`src/rtl/fp_issue_seq_pkg.sv`:
```
// Shared OP-FP encodings, FPU operation codes and FSM/decode types for the FPU issue sequencer.
package fp_issue_seq_pkg;

    localparam logic [6:0] OPC_OP_FP  = 7'b1010011;

    localparam logic [6:0] F7_FADD    = 7'b0000000;
    localparam logic [6:0] F7_FSUB    = 7'b0000100;
    localparam logic [6:0] F7_FMUL    = 7'b0001000;
    localparam logic [6:0] F7_FDIV    = 7'b0001100;
    localparam logic [6:0] F7_FMINMAX = 7'b0010100;
    localparam logic [6:0] F7_FSQRT   = 7'b0101100;
    localparam logic [6:0] F7_FCMP    = 7'b1010000;

    localparam logic [2:0] F3_FMIN    = 3'b000;
    localparam logic [2:0] F3_FMAX    = 3'b001;
    localparam logic [2:0] F3_FEQ     = 3'b010;
    localparam logic [2:0] F3_FLT     = 3'b001;
    localparam logic [2:0] F3_FLE     = 3'b000;

    localparam logic [3:0] F_ALU_OP_ADD     = 4'b0000;
    localparam logic [3:0] F_ALU_OP_SUB     = 4'b0001;
    localparam logic [3:0] F_ALU_OP_MUL     = 4'b0010;
    localparam logic [3:0] F_ALU_OP_MIN     = 4'b0011;
    localparam logic [3:0] F_ALU_OP_MAX     = 4'b0100;
    localparam logic [3:0] F_ALU_OP_EQ      = 4'b0101;
    localparam logic [3:0] F_ALU_OP_LT      = 4'b0110;
    localparam logic [3:0] F_ALU_OP_LE      = 4'b0111;
    localparam logic [3:0] F_ALU_OP_DIV     = 4'b1000;
    localparam logic [3:0] F_ALU_OP_SQRT    = 4'b1001;
    localparam logic [3:0] F_ALU_OP_INVALID = 4'b1111;

    typedef enum logic [1:0] {
        ST_IDLE  = 2'd0,
        ST_ISSUE = 2'd1,
        ST_BUSY  = 2'd2,
        ST_WB    = 2'd3
    } fsm_state_e;

    typedef struct packed {
        logic       is_opfp;
        logic       legal;
        logic [3:0] op;
        logic       is_cmp;
        logic [4:0] rd;
    } fp_dec_t;

    // Compares return an integer result, so they retire to the integer register file.
    function automatic logic is_cmp_op(input logic [3:0] op);
        return (op == F_ALU_OP_EQ) || (op == F_ALU_OP_LT) || (op == F_ALU_OP_LE);
    endfunction

endpackage

```
`src/rtl/fp_op_decode.sv`:
```
// Combinational OP-FP decoder: instruction -> {is_opfp, legal, op, is_cmp, rd}.
module fp_op_decode
    import fp_issue_seq_pkg::*;
#(
    parameter int XLEN        = 32,
    parameter bit ENABLE_DIV  = 1'b1,
    parameter bit ENABLE_SQRT = 1'b1
) (
    input  logic [XLEN-1:0] instruction,
    output fp_dec_t         dec
);

    logic [6:0] opcode_s;
    logic [6:0] funct7_s;
    logic [2:0] funct3_s;
    logic [4:0] rs2_s;
    logic       unused_rs1_s;
    fp_dec_t    dec_s;

    assign opcode_s     = instruction[6:0];
    assign funct3_s     = instruction[14:12];
    assign rs2_s        = instruction[24:20];
    assign funct7_s     = instruction[31:25];
    assign unused_rs1_s = ^instruction[19:15];

    // Field decode; anything not matched stays illegal with the INVALID op code
    always_comb begin
        dec_s.is_opfp = (opcode_s == OPC_OP_FP);
        dec_s.legal   = 1'b0;
        dec_s.op      = F_ALU_OP_INVALID;
        dec_s.is_cmp  = 1'b0;
        dec_s.rd      = instruction[11:7];
        if (opcode_s == OPC_OP_FP) begin
            case (funct7_s)
                F7_FADD: begin dec_s.legal = 1'b1; dec_s.op = F_ALU_OP_ADD; end
                F7_FSUB: begin dec_s.legal = 1'b1; dec_s.op = F_ALU_OP_SUB; end
                F7_FMUL: begin dec_s.legal = 1'b1; dec_s.op = F_ALU_OP_MUL; end
                F7_FMINMAX: begin
                    case (funct3_s)
                        F3_FMIN: begin dec_s.legal = 1'b1; dec_s.op = F_ALU_OP_MIN; end
                        F3_FMAX: begin dec_s.legal = 1'b1; dec_s.op = F_ALU_OP_MAX; end
                        default: begin dec_s.legal = 1'b0; end
                    endcase
                end
                F7_FCMP: begin
                    case (funct3_s)
                        F3_FEQ:  begin dec_s.legal = 1'b1; dec_s.op = F_ALU_OP_EQ; end
                        F3_FLT:  begin dec_s.legal = 1'b1; dec_s.op = F_ALU_OP_LT; end
                        F3_FLE:  begin dec_s.legal = 1'b1; dec_s.op = F_ALU_OP_LE; end
                        default: begin dec_s.legal = 1'b0; end
                    endcase
                end
                F7_FDIV: begin
                    if (ENABLE_DIV) begin
                        dec_s.legal = 1'b1;
                        dec_s.op    = F_ALU_OP_DIV;
                    end else begin
                        dec_s.legal = 1'b0;
                    end
                end
                F7_FSQRT: begin
                    if (ENABLE_SQRT && (rs2_s == 5'd0)) begin
                        dec_s.legal = 1'b1;
                        dec_s.op    = F_ALU_OP_SQRT;
                    end else begin
                        dec_s.legal = 1'b0;
                    end
                end
                default: begin dec_s.legal = 1'b0; end
            endcase
            dec_s.is_cmp = dec_s.legal & is_cmp_op(dec_s.op);
        end else begin
            dec_s.legal = 1'b0;
        end
    end

    assign dec = dec_s;

endmodule

```
`src/rtl/fp_issue_seq.sv`:
```
// Issue/stall sequencer for a multi-cycle FPU: start pulse, pipeline stall,
// single write-back pulse and a watchdog that flushes a hung FPU.
module fp_issue_seq
    import fp_issue_seq_pkg::*;
#(
    parameter int XLEN        = 32,
    parameter int TIMEOUT     = 64,
    parameter bit ENABLE_DIV  = 1'b1,
    parameter bit ENABLE_SQRT = 1'b1
) (
    input  logic            clk,
    input  logic            rst_n,
    input  logic            instr_valid,
    input  logic [XLEN-1:0] instruction,
    input  logic            fpu_done,
    output logic            stall,
    output logic            fpu_start,
    output logic [3:0]      fpu_op,
    output logic            fpu_flush,
    output logic            fp_reg_write,
    output logic            int_reg_write,
    output logic [4:0]      wb_rd,
    output logic            illegal_instr,
    output logic            timeout,
    output logic            err_sticky
);

    localparam bit WDOG_EN = (TIMEOUT > 32'sd0);
    localparam int CNT_W   = WDOG_EN ? $clog2(TIMEOUT + 32'sd1) : 32'sd1;
    localparam logic [CNT_W-1:0] CNT_LAST = CNT_W'(WDOG_EN ? TIMEOUT - 32'sd1 : 32'sd0);
    localparam logic [CNT_W-1:0] CNT_MAX  = {CNT_W{1'b1}};

    fp_dec_t          dec_s;
    fsm_state_e       state_r, state_nx_s;
    logic [CNT_W-1:0] cnt_r, cnt_nx_s, cnt_inc_s;
    logic [3:0]       op_r;
    logic [4:0]       rd_r;
    logic             cmp_r;
    logic             start_r, flush_r, fp_wr_r, int_wr_r, ill_r, to_r, err_r;
    logic             start_nx_s, flush_nx_s, fp_wr_nx_s, int_wr_nx_s, ill_nx_s, to_nx_s;
    logic             latch_s, stall_s;

    fp_op_decode #(
        .XLEN        (XLEN),
        .ENABLE_DIV  (ENABLE_DIV),
        .ENABLE_SQRT (ENABLE_SQRT)
    ) u_decode (
        .instruction (instruction),
        .dec         (dec_s)
    );

    assign cnt_inc_s = (cnt_r == CNT_MAX) ? cnt_r : cnt_r + CNT_W'(1'b1);

    // Next-state, stall and next values of the one-cycle output pulses
    always_comb begin
        state_nx_s  = state_r;
        cnt_nx_s    = cnt_r;
        start_nx_s  = 1'b0;
        flush_nx_s  = 1'b0;
        fp_wr_nx_s  = 1'b0;
        int_wr_nx_s = 1'b0;
        ill_nx_s    = 1'b0;
        to_nx_s     = 1'b0;
        latch_s     = 1'b0;
        stall_s     = 1'b0;
        case (state_r)
            ST_IDLE: begin
                if (instr_valid && dec_s.is_opfp) begin
                    if (dec_s.legal) begin
                        stall_s    = 1'b1;
                        latch_s    = 1'b1;
                        start_nx_s = 1'b1;
                        state_nx_s = ST_ISSUE;
                    end else begin
                        ill_nx_s   = 1'b1;
                    end
                end else begin
                    stall_s = 1'b0;
                end
            end
            ST_ISSUE: begin
                stall_s    = 1'b1;
                cnt_nx_s   = '0;
                state_nx_s = ST_BUSY;
            end
            ST_BUSY: begin
                stall_s  = 1'b1;
                cnt_nx_s = cnt_inc_s;
                // A done arriving on the watchdog's last cycle still completes normally
                if (fpu_done) begin
                    fp_wr_nx_s  = ~cmp_r;
                    int_wr_nx_s = cmp_r;
                    state_nx_s  = ST_WB;
                end else if (WDOG_EN && (cnt_r == CNT_LAST)) begin
                    flush_nx_s = 1'b1;
                    to_nx_s    = 1'b1;
                    state_nx_s = ST_IDLE;
                end else begin
                    state_nx_s = ST_BUSY;
                end
            end
            ST_WB: begin
                stall_s    = 1'b0;
                state_nx_s = ST_IDLE;
            end
            default: begin
                state_nx_s = ST_IDLE;
            end
        endcase
    end

    // State, watchdog counter, latched operation and registered outputs
    always_ff @(posedge clk or negedge rst_n) begin
        if (!rst_n) begin
            state_r  <= ST_IDLE;
            cnt_r    <= '0;
            op_r     <= 4'b0000;
            rd_r     <= 5'd0;
            cmp_r    <= 1'b0;
            start_r  <= 1'b0;
            flush_r  <= 1'b0;
            fp_wr_r  <= 1'b0;
            int_wr_r <= 1'b0;
            ill_r    <= 1'b0;
            to_r     <= 1'b0;
            err_r    <= 1'b0;
        end else begin
            state_r  <= state_nx_s;
            cnt_r    <= cnt_nx_s;
            start_r  <= start_nx_s;
            flush_r  <= flush_nx_s;
            fp_wr_r  <= fp_wr_nx_s;
            int_wr_r <= int_wr_nx_s;
            ill_r    <= ill_nx_s;
            to_r     <= to_nx_s;
            err_r    <= err_r | to_nx_s;
            if (latch_s) begin
                op_r  <= dec_s.op;
                rd_r  <= dec_s.rd;
                cmp_r <= dec_s.is_cmp;
            end
        end
    end

    assign stall         = stall_s;
    assign fpu_start     = start_r;
    assign fpu_op        = op_r;
    assign fpu_flush     = flush_r;
    assign fp_reg_write  = fp_wr_r;
    assign int_reg_write = int_wr_r;
    assign wb_rd         = rd_r;
    assign illegal_instr = ill_r;
    assign timeout       = to_r;
    assign err_sticky    = err_r;

endmodule

```
`config.mk`:
```
export PLATFORM = sky130hd
export DESIGN_NAME = fp_issue_seq
export DESIGN_NICKNAME = d
export VERILOG_FILES = /design/src/rtl/fp_issue_seq_pkg.sv /design/src/rtl/fp_op_decode.sv /design/src/rtl/fp_issue_seq.sv
export SDC_FILE = /design/constraint.sdc
export NUM_CORES = 1
export LEC_CHECK = 0
export BUFFER_PORTS_ARGS = -buffer_cell sky130_fd_sc_hd__buf_4
export CORE_MARGIN = 2
export CORE_UTILIZATION = 45
export CTS_CLUSTER_SIZE = 20
export DETAILED_ROUTE_END_ITERATION = 8
export HOLD_SLACK_MARGIN = 0.1
export PLACE_DENSITY = 0.71
export SYNTH_ARGS = -nofsm -noshare
export SYNTH_HDL_FRONTEND = slang
export SYNTH_HIERARCHICAL = 1
export SYNTH_SLANG_ARGS = --single-unit
export TNS_END_PERCENT = 10
```
`constraint.sdc`:
```
create_clock -name clk -period 2.6 [get_ports clk]
set_input_delay 0.52 -clock clk [delete_from_list [all_inputs] [get_ports clk]]
set_output_delay 0.52 -clock clk [all_outputs]
set_load 0.02 [all_outputs]
```
# Word-level counts from Yosys, hierarchy flattened
# Cells that the tools add are included.
# word_totals
regBits	25
in_bits	36
out_inout_bits	17
word_cells	82
# classes
addsub	1
eq_ne	20
mux	33
n_bitwise	3
n_reduce_logical	14
# ops
cell	count
4-bit one-hot mux with 7 select lines	1
7-bit == test, second input constant	3
1-bit 2-to-1 mux	18
7-bit by 4-bit == test with 1-bit output, second input constant	2
7-bit by 6-bit == test with 1-bit output, second input constant	2
7-bit one-hot mux with 2 select lines	1
4-bit by 3-bit == test with 1-bit output, second input constant	3
4-bit one-hot mux with 3 select lines	1
2-bit 2-to-1 mux	4
2-bit one-hot mux with 4 select lines	1
4-bit one-hot mux with 2 select lines	1
7-bit by 1-bit adder with 7-bit output, second input constant	1
7-bit by 3-bit == test with 1-bit output, second input constant	1
7-bit by 5-bit == test with 1-bit output, second input constant	1
7-bit logical NOT	1
7-bit 2-to-1 mux	1
2-bit != test, second input constant	3
5-bit logical NOT	1
5-bit 2-to-1 mux	1
2-bit == test, second input constant	2
4-bit 2-to-1 mux	1
1-bit one-hot mux with 4 select lines	1
2-bit AND reduction	2
2-bit OR reduction	2
other kinds (15)	16

# Longest topological paths before layout
# logic_depth
depth_word	9
depth_mapped	8
ltp_nobuf	7

# Cells and area by module
# Netlist, hierarchy kept.
# by_module_without_submodules
module	instances	cells_per_inst	area_each_um2	seq_area_each_um2
fp_issue_seq	1	96	1123.6	625.6
fp_op_decode	1	54	361.6	0.0

# Worst setup path after synthesis
# Ideal clock, no wire load.
# synth_path
path_type	input to output
from	input instruction[21]
to	output stall
t_arrival_ns	2.021
t_required_ns	2.080
setup_slack_ns	0.059
path_stages	8
n_path_buf	1
cell_sequence	or3_4 o41ai_1 a32oi_1 nor2_1 and3_1 nand2_1 buf_2 o21ai_0
# synth_lines
item	line	source
start, declared	fp_issue_seq.sv:14	input logic [XLEN-1:0] instruction,
end, declared	fp_issue_seq.sv:16	output logic stall,

==> flow_summary_export.csv <==
group,metric,value,unit
layout,final_area,0.001929,mm2
sta,setup_slack,0.09361,ns
sta,hold_violations,0,
route,routed_wl,3285,um
power_and_ir_drop,vdd_drop_max,0.4545,mV
setup_path,cp-end-kind,"primary output",
synth,synth_seq_cells,25,
synth,synth-simple-area-share,0.2300,
floorplanning,start_util,0.4786,
sta,finalCritPeriodShare,0.9640,
synth,yosys_warnings,6,
route,initialDrtViolationCount,76,
clock_network,clock-sinks,25,
global_route,grt-ovfl-total,0,
setup_path,crit_buf_inv,2,
sta,rsz0062_at_grt,"true",
synth,syn_area_per_cell,9.901,um2
global_route,grtUsageMet1,0.2375,
synth,synthArstFlopShare,1.000,
place,gp_congestion,0.8569,
place,dpl-instance-area,0.001872,mm2
synth,yosys.area_share.adder,0.03370,
sta,slew_headroom,0.6337,
synth,synth_flop_cell,"dfrtp_1",
setup_path,required,2.08,ns
synth,syn_area,0.001485,mm2
flow_run,maxCapViolCount,0,
synth,synth-compound-area-share,0.1609,
place,dpl.hpwl,2589,um
setup_path,cp_data_arrival_time,1.99,ns
synth,seq_area_frac_synth,0.4212,
place,port_buffers,47,
sta,drv_slew,0,
floorplanning,core.rowCount,20,
power_and_ir_drop,power_density,478.5,mW/mm2
clock_network,clk_latency,0.31,ns
floorplanning,die-area,0.003776,mm2
global_route,antenna_found_initial,0,
clock_network,clkTransAtPathRegs,0.13,ns
place,preCtsSetupSlack,0.04033,ns
setup_path,cp_max_fo,2,
sta,post-route-min-period,2.506,ns
worst_hold_path,hp-class,"primary input to flip-flop",
synth,syn_nets,190,
synth,yosysUniqueCellTypes,46,
sta,fmax,399.0,MHz
floorplanning,die_h,61.45,um
floorplanning,core,0.003103,mm2
layout,areaGrowthSynthToFinish,29.91,%
setup_path,path_common_cell,"buf_4",
power_and_ir_drop,power_leakage,0.9509,nW
floorplanning,pin_count,53,
route,vias_per_cell,5.438,
setup_path,setup.worst_path.start_class,"primary input",
setup_path,cp_slowest_stage_delay,0.37,ns
clock_network,cts_max_level,1,
clock_network,clockRootBuffer,"clkbuf_4",
global_route,grt_first_pass_wirelength,5464,um
clock_network,cts_buffers,3,
route,vias,1316,
global_route,grt_usage,0.1930,
layout,final_nets,239,
setup_path,worstPathCellList,"buf_4 -> or3_4 -> o41ai_2 -> a32oi_1 -> nor2_1 -> and3_1 -> nand2_1 -> o21ai_1 -> buf_4",
global_route,grt_pass1_vias,1304,
layout,fillers,287,
global_route,busiest_layer,"met2",
layout,antenna_cells,0,
setup_path,cp_top_family,"simple AND/OR/NAND/NOR gates",
sta,skew,0.002928,ns
route,drt_pass1_iterations,4,
power_and_ir_drop,power.total,923.1,uW
sta,worstMarginPinSlew,0.5494,ns
synth,synth_xor_area_frac,0.01179,
clock_network,cts_tree,"built",
global_route,grt_max_degree,26,
route,postRouteAntennaNets,0,
setup_path,cpMaxStageDelayCell,"or3_4",
route,drc,0,
global_route,use_met2,0.3343,
synth,synthMuxAreaShare,0.08256,
route,wl_per_cell,13.57,um
synth,synth_top_family_by_area,"simple AND/OR/NAND/NOR gates",
global_route,use_met3,0.05252,
synth,syn-instance-count,150,
synth,synth_edf_count,0,
sta,setup_violations,0,
layout,drive_above_1_share,0.3687,
setup_path,critical_path_class,"primary input to primary output",
run_status,status,"completed",
clock_network,cts_buffer_depth,2,
floorplanning,chipWidth,61.45,um
==> what timing repair did <==
item                                   4_1_cts  5_1_grt
endpoints found under the hold margin       25        0
setup endpoints to repair                    0        1
buffers inserted                             0        0
resized for setup                            0        4
hold buffers                                 1        0
==> state kept, by name, indices dropped and copies added, names as in the netlist, 2 cells and up <==
name / cells
cnt_r: 7
wb_rd: 5
fpu_op: 4
state_r: 2
==> cell usage after synthesis, types with 2 or more instances <==
cell       n  area share
nand2b_1   2      0.0084
and4_1     3       0.018
or3_1      2      0.0084
o21ai_0    9       0.030
and3_1     3       0.013
o22ai_1    3       0.013
nor3_1     2      0.0067
buf_4      6       0.030
mux2_2    10       0.076
nor2b_1    3       0.013
o211ai_1   3       0.015
and2_1     3       0.013
nand3_1    6       0.020
or2_2      2      0.0084
a31oi_1    5       0.021
nand2_1   11       0.028
nor2_1     9       0.023
ha_1       4       0.034
nor3b_1    2       0.010
a21oi_1    4       0.013
dfrtp_1   25        0.42
buf_2      2      0.0067
inv_1      8       0.020
==> metal layers <==
layer  share of wire  up-vias
li1                -      649
met1            0.43      625
met2            0.49       38
met3           0.063        4
met4           0.014        0
met5               0        -
==> logic make-up (layout without fill, tap and decap cells) <==
| group | Yosys count | in the layout |
|---|---|---|
| xor gates and xnor gates | 2 | 2 |
| buffers and inverters | 17 | 65 |
| DFF | 25 | 25 |
| AOI/OAI and AO/OA | 35 | 35 |
| muxes | 11 | 11 |
| adders and majority gates | 4 | 4 |
| and+or+nand+nor | 56 | 56 |
==> cells in the final DEF, fill, tap and decap left out, types with 4 or more instances in the layout <==
master and n:
a21oi_1 4, a31oi_1 5, buf_4 51, dfrtp_1 25, ha_1 4, inv_1 8
mux2_2 10, nand2_1 11, nand3_1 6, nor2_1 9, o21ai_0 8
==> where the power goes <==
group,total [mW],internal (mW),switching [mW]
Clock,0.169,0.0575,0.112
Combinational,0.299,0.130,0.169
Sequential,0.455,0.420,0.0348
Total,0.923,0.608,0.315
==> worst paths after layout <==
| path | depth (start not counted) | endpoint | from | slack, ns |
|---|---|---|---|---|
| setup / recovery | 9 | stall | instruction[20] | 0.09 |
| setup reg to reg | 4 | err_sticky | cnt_r[0] | 1.03 |
| hold reg to reg | 1 | fp_reg_write | cmp_r | 0.47 |
| min in group asynchronous | 2 | illegal_instr | rst_n | 0.62 |
| max in group asynchronous | 2 | cmp_r | rst_n | 1.75 |
| hold / removal | 2 | wb_rd[0] | instruction[7] | 0.43 |
==> area by class of cell <==
type | count | area, um2 | area share
multi-input cells | 108 | 787.0 | 0.4079
well taps | 44 | 55.05 | 0.02853
flip-flops and latches | 25 | 625.6 | 0.3243
clock buffers | 3 | 22.52 | 0.01167
repair buffers | 53 | 404.1 | 0.2095
clock inverters | 1 | 5.005 | 0.002594
inverters | 8 | 30.03 | 0.01556
==> through the flow <==
step | instances | utilization | hold WS [ns] | setup TNS, ns
detailed placement | 237 | 0.6032 | 0.4382 | 0
CTS | 242 | 0.6153 | 0.4177 | 0
global placement | 237 | 0.6032 | 0.4352 | 0
finish | 242 | 0.6218 | 0.4293 | 0
floorplan | 150 | - | 0.2244 | 0
global route | 242 | 0.6218 | 0.4106 | -0.02142
==> worst register-to-register path: cells and delay by family (launching register included) <==
family                   cells  cell delay [ns]
flip-flops                   1             0.45
AND/OR/NAND/NOR              3             0.74
adder cells (fa/ha/maj)      1             0.27
Note: power is estimated with default switching activity, not from simulation.
